**src/rtl/matmul_result_unit_pkg.sv**
```systemverilog
// Shared definitions for the matmul result unit.
// - Default parameter values and derived-width helper.
// - FSM state encoding for the capture / bias-add / write sequence.
// - flat_idx(): maps matrix coordinate (r,c) to its flat element index.
//   Element bit offset in c_matrix_i is flat_idx(r,c,MAX_DIM) * element width.
package matmul_result_unit_pkg;

    localparam int DEF_DATA_WIDTH  = 8;
    localparam int DEF_BUS_WIDTH   = 16;
    localparam int DEF_SP_NTARGETS = 4;

    typedef enum logic [1:0] {
        ST_IDLE  = 2'd0,
        ST_ADD   = 2'd1,
        ST_WRITE = 2'd2,
        ST_DONE  = 2'd3
    } state_e;

    // clog2 that never returns 0, so 1-entry configurations still get a 1-bit field
    function automatic int clog2_min1(input int n);
        return (n > 1) ? $clog2(n) : 1;
    endfunction

    // Column-major flattening used by the systolic array output bus
    function automatic int flat_idx(input int r, input int c, input int max_dim);
        return c * max_dim + r;
    endfunction

endpackage

```
**src/rtl/matmul_result_unit_sp.sv**
```systemverilog
// Scratchpad of result matrices: NT entries x NUM_EL elements of EL_W bits.
// Ports:
//   clk, rst_n          clock, synchronous active-low reset (clears all entries)
//   we/waddr/wdata      full-entry write, element e at wdata[e*EL_W +: EL_W]
//   baddr/bidx/bdata    combinational element read (bias operand)
//   rd_en/raddr/ridx    registered element read (bus side)
//   rd_data/rd_valid    read result one cycle after rd_en; rd_data holds otherwise
// A registered read and a write to the same entry in one cycle return the old
// content, since both sample the array at the same edge.
module matmul_result_sp
    import matmul_result_unit_pkg::*;
#(
    parameter int EL_W   = 16,
    parameter int NUM_EL = 4,
    parameter int NT     = 4,
    parameter int AW     = 2,
    parameter int IW     = 2
) (
    input  logic                    clk,
    input  logic                    rst_n,
    input  logic                    we,
    input  logic [AW-1:0]           waddr,
    input  logic [NUM_EL*EL_W-1:0]  wdata,
    input  logic [AW-1:0]           baddr,
    input  logic [IW-1:0]           bidx,
    output logic [EL_W-1:0]         bdata,
    input  logic                    rd_en,
    input  logic [AW-1:0]           raddr,
    input  logic [IW-1:0]           ridx,
    output logic [EL_W-1:0]         rd_data,
    output logic                    rd_valid
);

    logic [EL_W-1:0] mem [NT][NUM_EL];
    logic            rd_in_range;

    always_comb begin
        bdata = mem[baddr][bidx];
    end

    // Out-of-range element (or entry) reads complete normally but return zero
    always_comb begin
        rd_in_range = ({1'b0, ridx} < (IW+1)'(NUM_EL)) && ({1'b0, raddr} < (AW+1)'(NT));
    end

    always_ff @(posedge clk) begin
        if (!rst_n) begin
            for (int t = 0; t < NT; t++) begin
                for (int e = 0; e < NUM_EL; e++) begin
                    mem[t][e] <= '0;
                end
            end
            rd_data  <= '0;
            rd_valid <= 1'b0;
        end else begin
            if (we) begin
                for (int e = 0; e < NUM_EL; e++) begin
                    mem[waddr][e] <= wdata[e*EL_W +: EL_W];
                end
            end
            rd_valid <= rd_en;
            if (rd_en) begin
                rd_data <= rd_in_range ? mem[raddr][ridx] : '0;
            end
        end
    end

endmodule

```
**src/rtl/matmul_result_unit.sv**
```systemverilog
// Result stage behind the systolic matmul array.
// On a rising edge of finish_mul_i the flat result matrix and PE overflow flags
// are captured, optionally summed element-wise with a stored scratchpad entry
// (one element per cycle), then written as a whole into the destination entry.
// Optional build macro: MATMUL_RESULT_SAT_EN -- bias-add overflow saturates
// instead of wrapping (the overflow flag is set either way).
// Ports:
//   clk_i, rst_ni            clock, synchronous active-low reset
//   c_matrix_i, flags_i      flat result / per-PE overflow, element (r,c) at flat_idx(r,c)
//   finish_mul_i             completion level; its rising edge starts an op
//   mode_bias_i, src_sp_i    bias enable and bias source entry (sampled at capture)
//   dst_sp_i                 destination entry (sampled at capture)
//   rd_en_i, rd_addr_i       bus read request, address = {entry, element index}
//   rd_data_o, rd_valid_o    registered read response
//   flags_o                  flags of the last completed op
//   busy_o, done_o           op in progress / one-cycle completion pulse
//   overrun_o                sticky: completion edge seen while busy
module matmul_result_unit
    import matmul_result_unit_pkg::*;
#(
    parameter int  DATA_WIDTH  = DEF_DATA_WIDTH,
    parameter int  BUS_WIDTH   = DEF_BUS_WIDTH,
    parameter int  SP_NTARGETS = DEF_SP_NTARGETS,
    localparam int MAX_DIM     = BUS_WIDTH / DATA_WIDTH,
    localparam int NUM_EL      = MAX_DIM * MAX_DIM,
    localparam int EL_W        = 2 * DATA_WIDTH,
    localparam int SP_AW       = clog2_min1(SP_NTARGETS),
    localparam int IDX_W       = clog2_min1(NUM_EL)
) (
    input  logic                     clk_i,
    input  logic                     rst_ni,
    input  logic [NUM_EL*EL_W-1:0]   c_matrix_i,
    input  logic [NUM_EL-1:0]        flags_i,
    input  logic                     finish_mul_i,
    input  logic                     mode_bias_i,
    input  logic [SP_AW-1:0]         src_sp_i,
    input  logic [SP_AW-1:0]         dst_sp_i,
    input  logic                     rd_en_i,
    input  logic [SP_AW+IDX_W-1:0]   rd_addr_i,
    output logic [EL_W-1:0]          rd_data_o,
    output logic                     rd_valid_o,
    output logic [NUM_EL-1:0]        flags_o,
    output logic                     busy_o,
    output logic                     done_o,
    output logic                     overrun_o
);

    state_e                   state;
    logic                     fin_prev;
    logic                     edge_q;
    logic [NUM_EL*EL_W-1:0]   cap_c;
    logic [NUM_EL-1:0]        cap_flags;
    logic [SP_AW-1:0]         src_q;
    logic [SP_AW-1:0]         dst_q;
    logic [IDX_W-1:0]         idx;

    logic [EL_W-1:0]          bias_el;
    logic [EL_W-1:0]          cur_el;
    logic [EL_W-1:0]          sum;
    logic [EL_W-1:0]          sum_fix;
    logic                     ovf;
    logic                     sp_we;

    assign busy_o = (state != ST_IDLE);
    assign sp_we  = (state == ST_WRITE);

    matmul_result_sp #(
        .EL_W   (EL_W),
        .NUM_EL (NUM_EL),
        .NT     (SP_NTARGETS),
        .AW     (SP_AW),
        .IW     (IDX_W)
    ) u_sp (
        .clk      (clk_i),
        .rst_n    (rst_ni),
        .we       (sp_we),
        .waddr    (dst_q),
        .wdata    (cap_c),
        .baddr    (src_q),
        .bidx     (idx),
        .bdata    (bias_el),
        .rd_en    (rd_en_i),
        .raddr    (rd_addr_i[SP_AW+IDX_W-1:IDX_W]),
        .ridx     (rd_addr_i[IDX_W-1:0]),
        .rd_data  (rd_data_o),
        .rd_valid (rd_valid_o)
    );

    // Signed add of the current captured element and the bias element.
    // Overflow: operands share a sign that the sum does not.
    always_comb begin
        cur_el = cap_c[idx*EL_W +: EL_W];
        sum    = cur_el + bias_el;
        ovf    = (cur_el[EL_W-1] == bias_el[EL_W-1]) && (sum[EL_W-1] != cur_el[EL_W-1]);
`ifdef MATMUL_RESULT_SAT_EN
        if (ovf) begin
            sum_fix = cur_el[EL_W-1] ? {1'b1, {(EL_W-1){1'b0}}} : {1'b0, {(EL_W-1){1'b1}}};
        end else begin
            sum_fix = sum;
        end
`else
        sum_fix = sum;
`endif
    end

    // The detected edge is registered, so capture happens the cycle after
    // finish_mul_i is first sampled high; the array holds its result while
    // finish is asserted.
    always_ff @(posedge clk_i) begin
        if (!rst_ni) begin
            state     <= ST_IDLE;
            fin_prev  <= 1'b0;
            edge_q    <= 1'b0;
            cap_c     <= '0;
            cap_flags <= '0;
            src_q     <= '0;
            dst_q     <= '0;
            idx       <= '0;
            flags_o   <= '0;
            done_o    <= 1'b0;
            overrun_o <= 1'b0;
        end else begin
            fin_prev <= finish_mul_i;
            edge_q   <= finish_mul_i & ~fin_prev;
            done_o   <= 1'b0;

            if (edge_q && state != ST_IDLE) begin
                overrun_o <= 1'b1;
            end

            case (state)
                ST_IDLE: begin
                    if (edge_q) begin
                        cap_c     <= c_matrix_i;
                        cap_flags <= flags_i;
                        src_q     <= src_sp_i;
                        dst_q     <= dst_sp_i;
                        idx       <= '0;
                        state     <= mode_bias_i ? ST_ADD : ST_WRITE;
                    end
                end
                ST_ADD: begin
                    // Bias comes from the array, which is untouched until WRITE,
                    // so src == dst reads the pre-op content.
                    cap_c[idx*EL_W +: EL_W] <= sum_fix;
                    cap_flags[idx]          <= cap_flags[idx] | ovf;
                    if (idx == IDX_W'(NUM_EL-1)) begin
                        state <= ST_WRITE;
                    end else begin
                        idx <= idx + 1'b1;
                    end
                end
                ST_WRITE: begin
                    flags_o <= cap_flags;
                    done_o  <= 1'b1;
                    state   <= ST_DONE;
                end
                ST_DONE: begin
                    state <= ST_IDLE;
                end
                default: state <= ST_IDLE;
            endcase
        end
    end

endmodule

```
**config.mk**
```make
export PLATFORM = sky130hd
export DESIGN_NAME = matmul_result_unit
export DESIGN_NICKNAME = d
export VERILOG_FILES = /design/src/rtl/matmul_result_unit_pkg.sv /design/src/rtl/matmul_result_unit_sp.sv /design/src/rtl/matmul_result_unit.sv
export SDC_FILE = /design/constraint.sdc
export NUM_CORES = 1
export LEC_CHECK = 0
export CAP_MARGIN = 40
export CELL_PAD_IN_SITES_DETAIL_PLACEMENT = 0
export CELL_PAD_IN_SITES_GLOBAL_PLACEMENT = 1
export CORE_UTILIZATION = 51
export DETAILED_ROUTE_END_ITERATION = 6
export HOLD_SLACK_MARGIN = 0.12
export PLACE_DENSITY = 0.78
export SLEW_MARGIN = 20
export SYNTH_ARGS = -nofsm -noshare
export SYNTH_HDL_FRONTEND = slang
export SYNTH_SLANG_ARGS = --single-unit
```
**constraint.sdc**
```tcl
create_clock -name clk_i -period 7.62 [get_ports clk_i]
set_input_delay 1.524 -clock clk_i [delete_from_list [all_inputs] [get_ports clk_i]]
set_output_delay 1.524 -clock clk_i [all_outputs]
set_load 0.05 [all_outputs]
```
==> results of run 1 <==
-- registers in the layout, indices dropped and copies added, names as in the netlist, named ones only --
register       cells
u_sp.rd_data      16
state              2
dst_q              2
fin_prev           1
flags_o            4
u_sp.rd_valid      1
edge_q             1
src_q              2
overrun_o          1
cap_c             64
done_o             1
u_sp.mem         256
idx                2
cap_flags          4
-- path summary, 6_finish.rpt --
kind / to / start / depth (start not counted) / slack [ns]
setup / recovery: cap_c[46]$_SDFFE_PN0P_ / register / 11 / 2.76
hold / removal: edge_q$_SDFF_PN0_ / fin_prev$_SDFF_PN0_ / 1 / 0.38
setup reg to reg: cap_c[46]$_SDFFE_PN0P_ / register / 11 / 2.76
hold reg to reg: edge_q$_SDFF_PN0_ / fin_prev$_SDFF_PN0_ / 1 / 0.38
-- through the flow --
step | cells | cell area (um^2)
2_1_floorplan | 1365 | 18870
3_3_place_gp | 1854 | 20300
3_5_place_dp | 1858 | 20400
4_1_cts | 1930 | 21620
5_1_grt | 1931 | 21640
6_report | 1935 | 21650
-- where the power goes --
| group | leakage, nW | total (mW) | internal [mW] | switching (mW) |
|---|---|---|---|---|
| clock | 0.598 | 1.82 | 1.06 | 0.765 |
| combinational | 3.91 | 1.80 | 0.758 | 1.04 |
| sequential | 3.50 | 2.66 | 2.34 | 0.316 |
| total | 8.01 | 6.28 | 4.16 | 2.12 |
-- cell type report --
cell class | instances | area (um^2) | share of cell area (%)
Multi-Input combinational cell | 861 | 8594 | 39.70
Sequential cell | 359 | 9756 | 45.06
Timing Repair Buffer | 136 | 1356 | 6.265
Tap cell | 468 | 585.6 | 2.705
Clock buffer | 55 | 1076 | 4.971
Antenna cell | 4 | 10.01 | 0.04624
Clock inverter | 17 | 138.9 | 0.6415
Inverter | 35 | 131.4 | 0.6069
-- synth_stat cells (all sizes together) --
cell type | instances | share of area (%)
nand3 | 6 | 0.16
o21bai | 3 | 0.12
and4 | 1 | 0.046
or2 | 1 | 0.033
and3 | 1 | 0.033
o221ai | 24 | 1.1
o31a | 1 | 0.046
o21ai | 37 | 0.98
a41oi | 1 | 0.046
inv | 35 | 0.70
a21oi | 85 | 2.3
fa | 1 | 0.11
o211a | 34 | 1.8
a32oi | 8 | 0.37
mux4 | 176 | 21
a22oi | 2 | 0.080
nor2b | 59 | 2.0
nor2 | 5 | 0.099
o2bb2ai | 1 | 0.046
nand2 | 40 | 0.80
nor3b | 1 | 0.040
a31oi | 8 | 0.27
and2 | 259 | 8.6
o31ai | 1 | 0.040
nor4 | 2 | 0.066
a2111oi | 1 | 0.046
clkbuf | 79 | 1.6
a21boi | 5 | 0.20
xor2 | 4 | 0.19
ha | 23 | 1.5
o21a | 5 | 0.20
edfxtp | 256 | 41
or3 | 2 | 0.066
nor3 | 3 | 0.080
nand4 | 5 | 0.17
a211oi | 5 | 0.23
buf | 31 | 0.86
dfxtp | 103 | 11
a21o | 3 | 0.12
mux2i | 25 | 1.3
o41ai | 1 | 0.086
xnor2 | 10 | 0.46
o211ai | 2 | 0.080
nand2b | 10 | 0.33
-- per-layer routing --
layer,vias to the layer above,part of all wire [%],global-route usage (%)
li1,5377,-,-
met1,6185,45,39.84
met2,509,47,42.09
met3,57,7.3,4.095
met4,0,1.3,5.291
met5,-,0,0
-- kinds of logic after synthesis --
family,count (synthesis),share of synthesized area [%]
multiplexers,201,22.35
flip-flops,359,51.66
buffers and inverters,145,3.136
XOR/XNOR,14,0.6497
adder cells (fa/ha/maj),24,1.631
AND/OR/NAND/NOR,395,12.46
AO/OA/AOI/OAI,227,8.121
==> metrics.md, run 1 <==
| Metric | Value |
|---|---|
| Status | `finished clean` |
| H-tree depth | `2` |
| Syn Inst Count | `1,365` |
| Routed wire per std cell | `25.71 um` |
| MaxCap Viol Count | `0` |
| Iter 0 DRT Violations | `1,320` |
| Routability Congestion | `0.8897` |
| Num CTS Buffers | `39` |
| Post-layout nets | `1,537` |
| Crit Path Max Fanout | `33` |
| GRT Residual Overflow | `0` |
| Core Area | `36,520 um^2` |
| Drt via density | `6.268` |
| Num rows | `70` |
| CTS Sinks | `359` |
| Worst IR Drop VDD | `0.2266 mV` |
| Final Max Tran Viols | `0` |
| CP bufs+invs | `1` |
| Total power density per cell area | `290.0 nW/um^2` |
| I/O Buffers | `104` |
| Clock skew | `0.01635 ns` |
| Syn Nets | `1,470` |
| Hold WC Path Type | `register to register` |
| Insertion delay to the later sink of the worst-skew pair | `0.54 ns` |
| Max clock buf depth | `3` |
| CP arrival | `5.30 ns` |
| Cell mode on critical path | `mux4_2` |
| Unrepaired setup endpoints after global routing | `false` |
| Hold_ws | `0.3824 ns` |
| CP max stage delay | `0.80 ns` |
| Vias in the first global route | `12,144` |
| Fill count | `2,813` |
| FMAX | `0.2056 GHz` |
| Slew HR | `45.41%` |
| Post CTS Setup Buffer Count | `0` |
| Die Width | `194.4 um` |
| Critical path's slowest cell | `dfxtp_4` |
| Worst-path cell chain | `buf_4, mux4_2, mux4_2, ha_1, a21oi_1, o21ai_0, a211oi_1, o2bb2ai_1, xor2_1, o221ai_1, o211a_1` |
| Startpoint types | `register` |
| Largest net degree at the start of global routing | `74` |
| Area Growth Syn to Fin | `14.70%` |
| Period utilization | `63.83%` |
| Leak | `8.012 nW` |
| Final hold viol count | `0` |
| DRC Markers | `0` |
| Crit path time final | `4.864 ns` |
| GRT Util Overall | `26.76%` |
| Crit-path leading delay family | `compound AO/OA/AOI/OAI gates` |
| Detailed-route wire length | `49,750 um` |
| Detailed Routing Iterations Pass 1 | `6` |
| Initial Utilization | `51.68%` |
| Most frequent cells in the layout | `259 x and2_1, 256 x edfxtp_1, 176 x mux4_2` |
| CTS tree | `yes` |
| CP Data Required Time | `8.05 ns` |
| Syn Area/Cell | `13.83 um^2` |
| First-pass GRT wire length | `75,280 um` |
| Synth cell types | `52` |
| Yosys warns | `0` |
| Synthesized area | `18,870 um^2` |
| Post-synthesis sequential area ratio | `51.66%` |
| CTS Hold Bufs | `0` |
| CP endpoint kind | `register` |
| Worst-path clk slew | `0.06 ns` |
| Register bit total from synthesis | `359` |
| Final setup fails | `0` |
| Antenna-violating nets left | `0` |
| Setup WS pre-CTS | `2.789 ns` |
| Most common library cell in the layout ignoring fill and taps | `and2_1` |
| IO Pins | `105` |
| Full die area | `37,780 um^2` |
| Vias | `12,128` |
| Detailed Place HPWL | `31,890 um` |
| WS Path Type | `register to register` |
| TNS Setup | `0 ns` |
| Slew @ Worst Pin | `0.8188 ns` |
| Initial antenna violation count | `1` |
| Post-CTS sizing | `0` |
| Layout cells sized above 1 | `19.62%` |
| Setup ws final | `2.756 ns` |
| Overall Power | `6.278 mW` |
| DIE HEIGHT | `194.4 um` |
| Finished Core Util | `59.27%` |
| Root Driver | `clkbuf_16` |
Power figures use the tool's default switching activity.
==> inputs of run 2 (changes only) <==
--- a/config.mk
+++ b/config.mk
@@ -8,10 +8,10 @@
 export CAP_MARGIN = 40
 export CELL_PAD_IN_SITES_DETAIL_PLACEMENT = 0
 export CELL_PAD_IN_SITES_GLOBAL_PLACEMENT = 1
-export CORE_UTILIZATION = 51
+export CORE_UTILIZATION = 46
 export DETAILED_ROUTE_END_ITERATION = 6
 export HOLD_SLACK_MARGIN = 0.12
-export PLACE_DENSITY = 0.78
+export PLACE_DENSITY = 0.74
 export SLEW_MARGIN = 20
 export SYNTH_ARGS = -nofsm -noshare
 export SYNTH_HDL_FRONTEND = slang
==> constraint.sdc (replaced) <==
create_clock -name clk_i -period 4.2 [get_ports clk_i]
set_input_delay 0.84 -clock clk_i [delete_from_list [all_inputs] [get_ports clk_i]]
set_output_delay 0.84 -clock clk_i [all_outputs]
set_load 0.05 [all_outputs]
==> metrics.md, run 2 (synthesis results as in run 1) <==
| Metric | Value |
|---|---|
| Antenna diodes | `0 (-4)` |
| Vias | `12,150 (+0.18%)` |
| Period utilization | `93.69% (+30 points)` |
| Largest registers | `u_sp.mem: 256 flops, cap_c: 64 flops, u_sp.rd_data: 16 flops` |
| CP Data Required Time | `4.68 ns (-3.37 ns)` |
| IO Pins | `105 (unchanged)` |
| Finished Core Util | `54.88% (-4.4 points)` |
| Setup ws final | `0.2648 ns (-2.491 ns)` |
| Reg2reg path depth | `12 (+1)` |
| CP arrival | `4.41 ns (-0.89 ns)` |
| Worst IR Drop VDD | `0.3678 mV (+62%)` |
| Final Max Tran Viols | `0 (unchanged)` |
| Final setup fails | `0 (unchanged)` |
| Overall Power | `11.72 mW (+87%)` |
| Crit path time final | `3.935 ns (-0.9290 ns)` |
| Core Area | `40,100 um^2 (+9.8%)` |
| Routed wire per std cell | `25.78 um (+0.28%)` |
| GRT Util Overall | `25.37% (-1.4 points)` |
| Hold path depth | `1 (unchanged)` |
| Worst hold start | `fin_prev$_SDFF_PN0_` |
| Detailed Routing Iterations Pass 1 | `7 (+1)` |
| Num CTS Buffers | `41 (+5.1%)` |
| Detailed-route wire length | `51,920 um (+4.4%)` |
| DRC Markers | `0 (unchanged)` |
| Most common library cell in the layout ignoring fill and taps | `and2_1` |
| Unrepaired setup endpoints after global routing | `false` |
| WS Path Type | `register to register` |
| Biggest register | `u_sp.mem` |
| Leak | `8.176 nW (+2.0%)` |
| I/O Buffers | `104 (unchanged)` |
| Status | `finished clean` |
| First-pass GRT wire length | `78,250 um (+3.9%)` |
| Setup WS pre-CTS | `0.06327 ns (-2.726 ns)` |
| Initial Utilization | `47.07% (-4.6 points)` |
| Top layer in use | `met4` |
| Largest net degree at the start of global routing | `72 (-2.7%)` |
| MaxCap Viol Count | `0 (unchanged)` |
| Reg2reg setup slack | `0.26 ns (-2.49 ns)` |
| Worst-path clk slew | `0.06 ns (about the same)` |
| DIE HEIGHT | `204.6 um (+5.2%)` |
| Full die area | `41,840 um^2 (+11%)` |
| Root Driver | `clkbuf_16` |
| Hold WC Path Type | `register to register` |
| WL met2 | `24,340 um (+5.1%)` |
| CTS Sinks | `359 (unchanged)` |
| GRT Residual Overflow | `0 (unchanged)` |
| Hold EP | `edge_q$_SDFF_PN0_` |
| H-tree depth | `2 (unchanged)` |
| Layout cells sized above 1 | `21.36% (+1.7 points)` |
| TNS Setup | `0 ns (unchanged)` |
| Detailed Place HPWL | `34,020 um (+6.7%)` |
| Most frequent cells in the layout | `259 x and2_1, 256 x edfxtp_1, 176 x mux4_2` |
| Initial antenna violation count | `1 (unchanged)` |
| Slew @ Worst Pin | `0.8717 ns (+0.05294 ns)` |
| Metal1 wirelength | `22,660 um (+1.6%)` |
| Met3 WL | `4147 um (+14%)` |
| Routability Congestion | `0.8703 (-2.2%)` |
| Largest register FFs | `256 (unchanged)` |
| Vias in the first global route | `12,380 (+1.9%)` |
| Reg2reg end | `cap_c[7]$_SDFFE_PN0P_` |
| Slew HR | `41.89% (-3.5 points)` |
| Post-layout nets | `1,565 (+1.8%)` |
| Crit Path Max Fanout | `15 (-55%)` |
| Final hold viol count | `0 (unchanged)` |
| Total power density per cell area | `532.5 nW/um^2 (+84%)` |
| CTS tree | `yes` |
| Startpoint types | `register` |
| CP endpoint kind | `register` |
| Clock skew | `0.01409 ns (-0.002255 ns)` |
| Antenna-violating nets left | `0 (unchanged)` |
| Die Width | `204.6 um (+5.2%)` |
| Insertion delay to the later sink of the worst-skew pair | `0.54 ns (about the same)` |
| Num rows | `73 (+4.3%)` |
| Hold_ws | `0.3819 ns (-0.0004740 ns)` |
| Drt via density | `6.033 (-3.7%)` |
| Area Growth Syn to Fin | `16.59%` |
| Max clock buf depth | `3 (unchanged)` |
| Iter 0 DRT Violations | `1,145 (-13%)` |
| FMAX | `0.2541 GHz (+24%)` |
-- run 2: changes by cell type in the layout (fill, tap and decap cells not counted), moves of 3 or more --
cell,delta
buf_12,+3
buf_4,+24
clkbuf_1,-5
clkbuf_16,+3
clkinv_1,+5
diode_2,-4
inv_6,-3
-- run 2: layout make-up --
type | count | area (um^2)
repair buffers | 162 | 1567
multi-input cells | 861 | 8626
well taps | 525 | 656.9
fillers | 3270 | 18090
flip-flops and latches | 359 | 9756
inverters | 35 | 131.4
clock inverters | 20 | 161.4
clock buffers | 52 | 1107
-- run 2: critical path, stage by stage (launching register included) --
cell and delay (ns):
dfxtp_4 0.45, buf_16 0.20, mux4_2 0.52, mux4_2 0.54
ha_1 0.41, o21ai_0 0.20, o21ai_1 0.27, buf_4 0.16
nand2_1 0.07, xnor2_1 0.49, a21oi_1 0.27, nand2_1 0.14
o211a_1 0.15
-- run 2: metrics by stage --
step / cell area, um^2 / std cells
6_report: 22000 / 2014
5_1_grt: 22000 / 2014
4_1_cts: 21920 / 2010
3_5_place_dp: 20650 / 1938
3_3_place_gp: 20650 / 1938
2_1_floorplan: 18880 / 1365
-- run 2: worst max path at each step --
stage | from | slack (ns) | depth (start not counted) | endpoint
global placement | register | 0.11 | 12 | cap_c[30]$_SDFFE_PN0P_
global route | register | 0.03 | 12 | cap_c[57]$_SDFFE_PN0P_
CTS | register | 0.04 | 12 | cap_c[30]$_SDFFE_PN0P_
finish | register | 0.26 | 12 | cap_c[7]$_SDFFE_PN0P_
detailed placement | register | 0.06 | 12 | cap_c[30]$_SDFFE_PN0P_
floorplan | register | 0.48 | 13 | cap_c[10]$_SDFFE_PN0P_
-- run 2: report_power, final --
part           total, mW  internal [mW]  switching (mW)
sequential          4.75           4.25           0.493
clock               3.45           2.03            1.41
combinational       3.52           1.50            2.02
total               11.7           7.79            3.93
-- run 2: repair_timing --
action,in CTS,in global routing
gates resized for setup,0,6
buffers inserted,0,3
setup endpoints to repair,0,31
hold buffers,0,0
-- run 2: layer usage --
| metal | global-route usage (%) | up-vias |
|---|---|---|
| met2 | 39.47 | 493 |
| li1 | - | 5417 |
| met1 | 36.82 | 6180 |
| met4 | 5.304 | 0 |
| met5 | 0 | - |
| met3 | 5.170 | 60 |
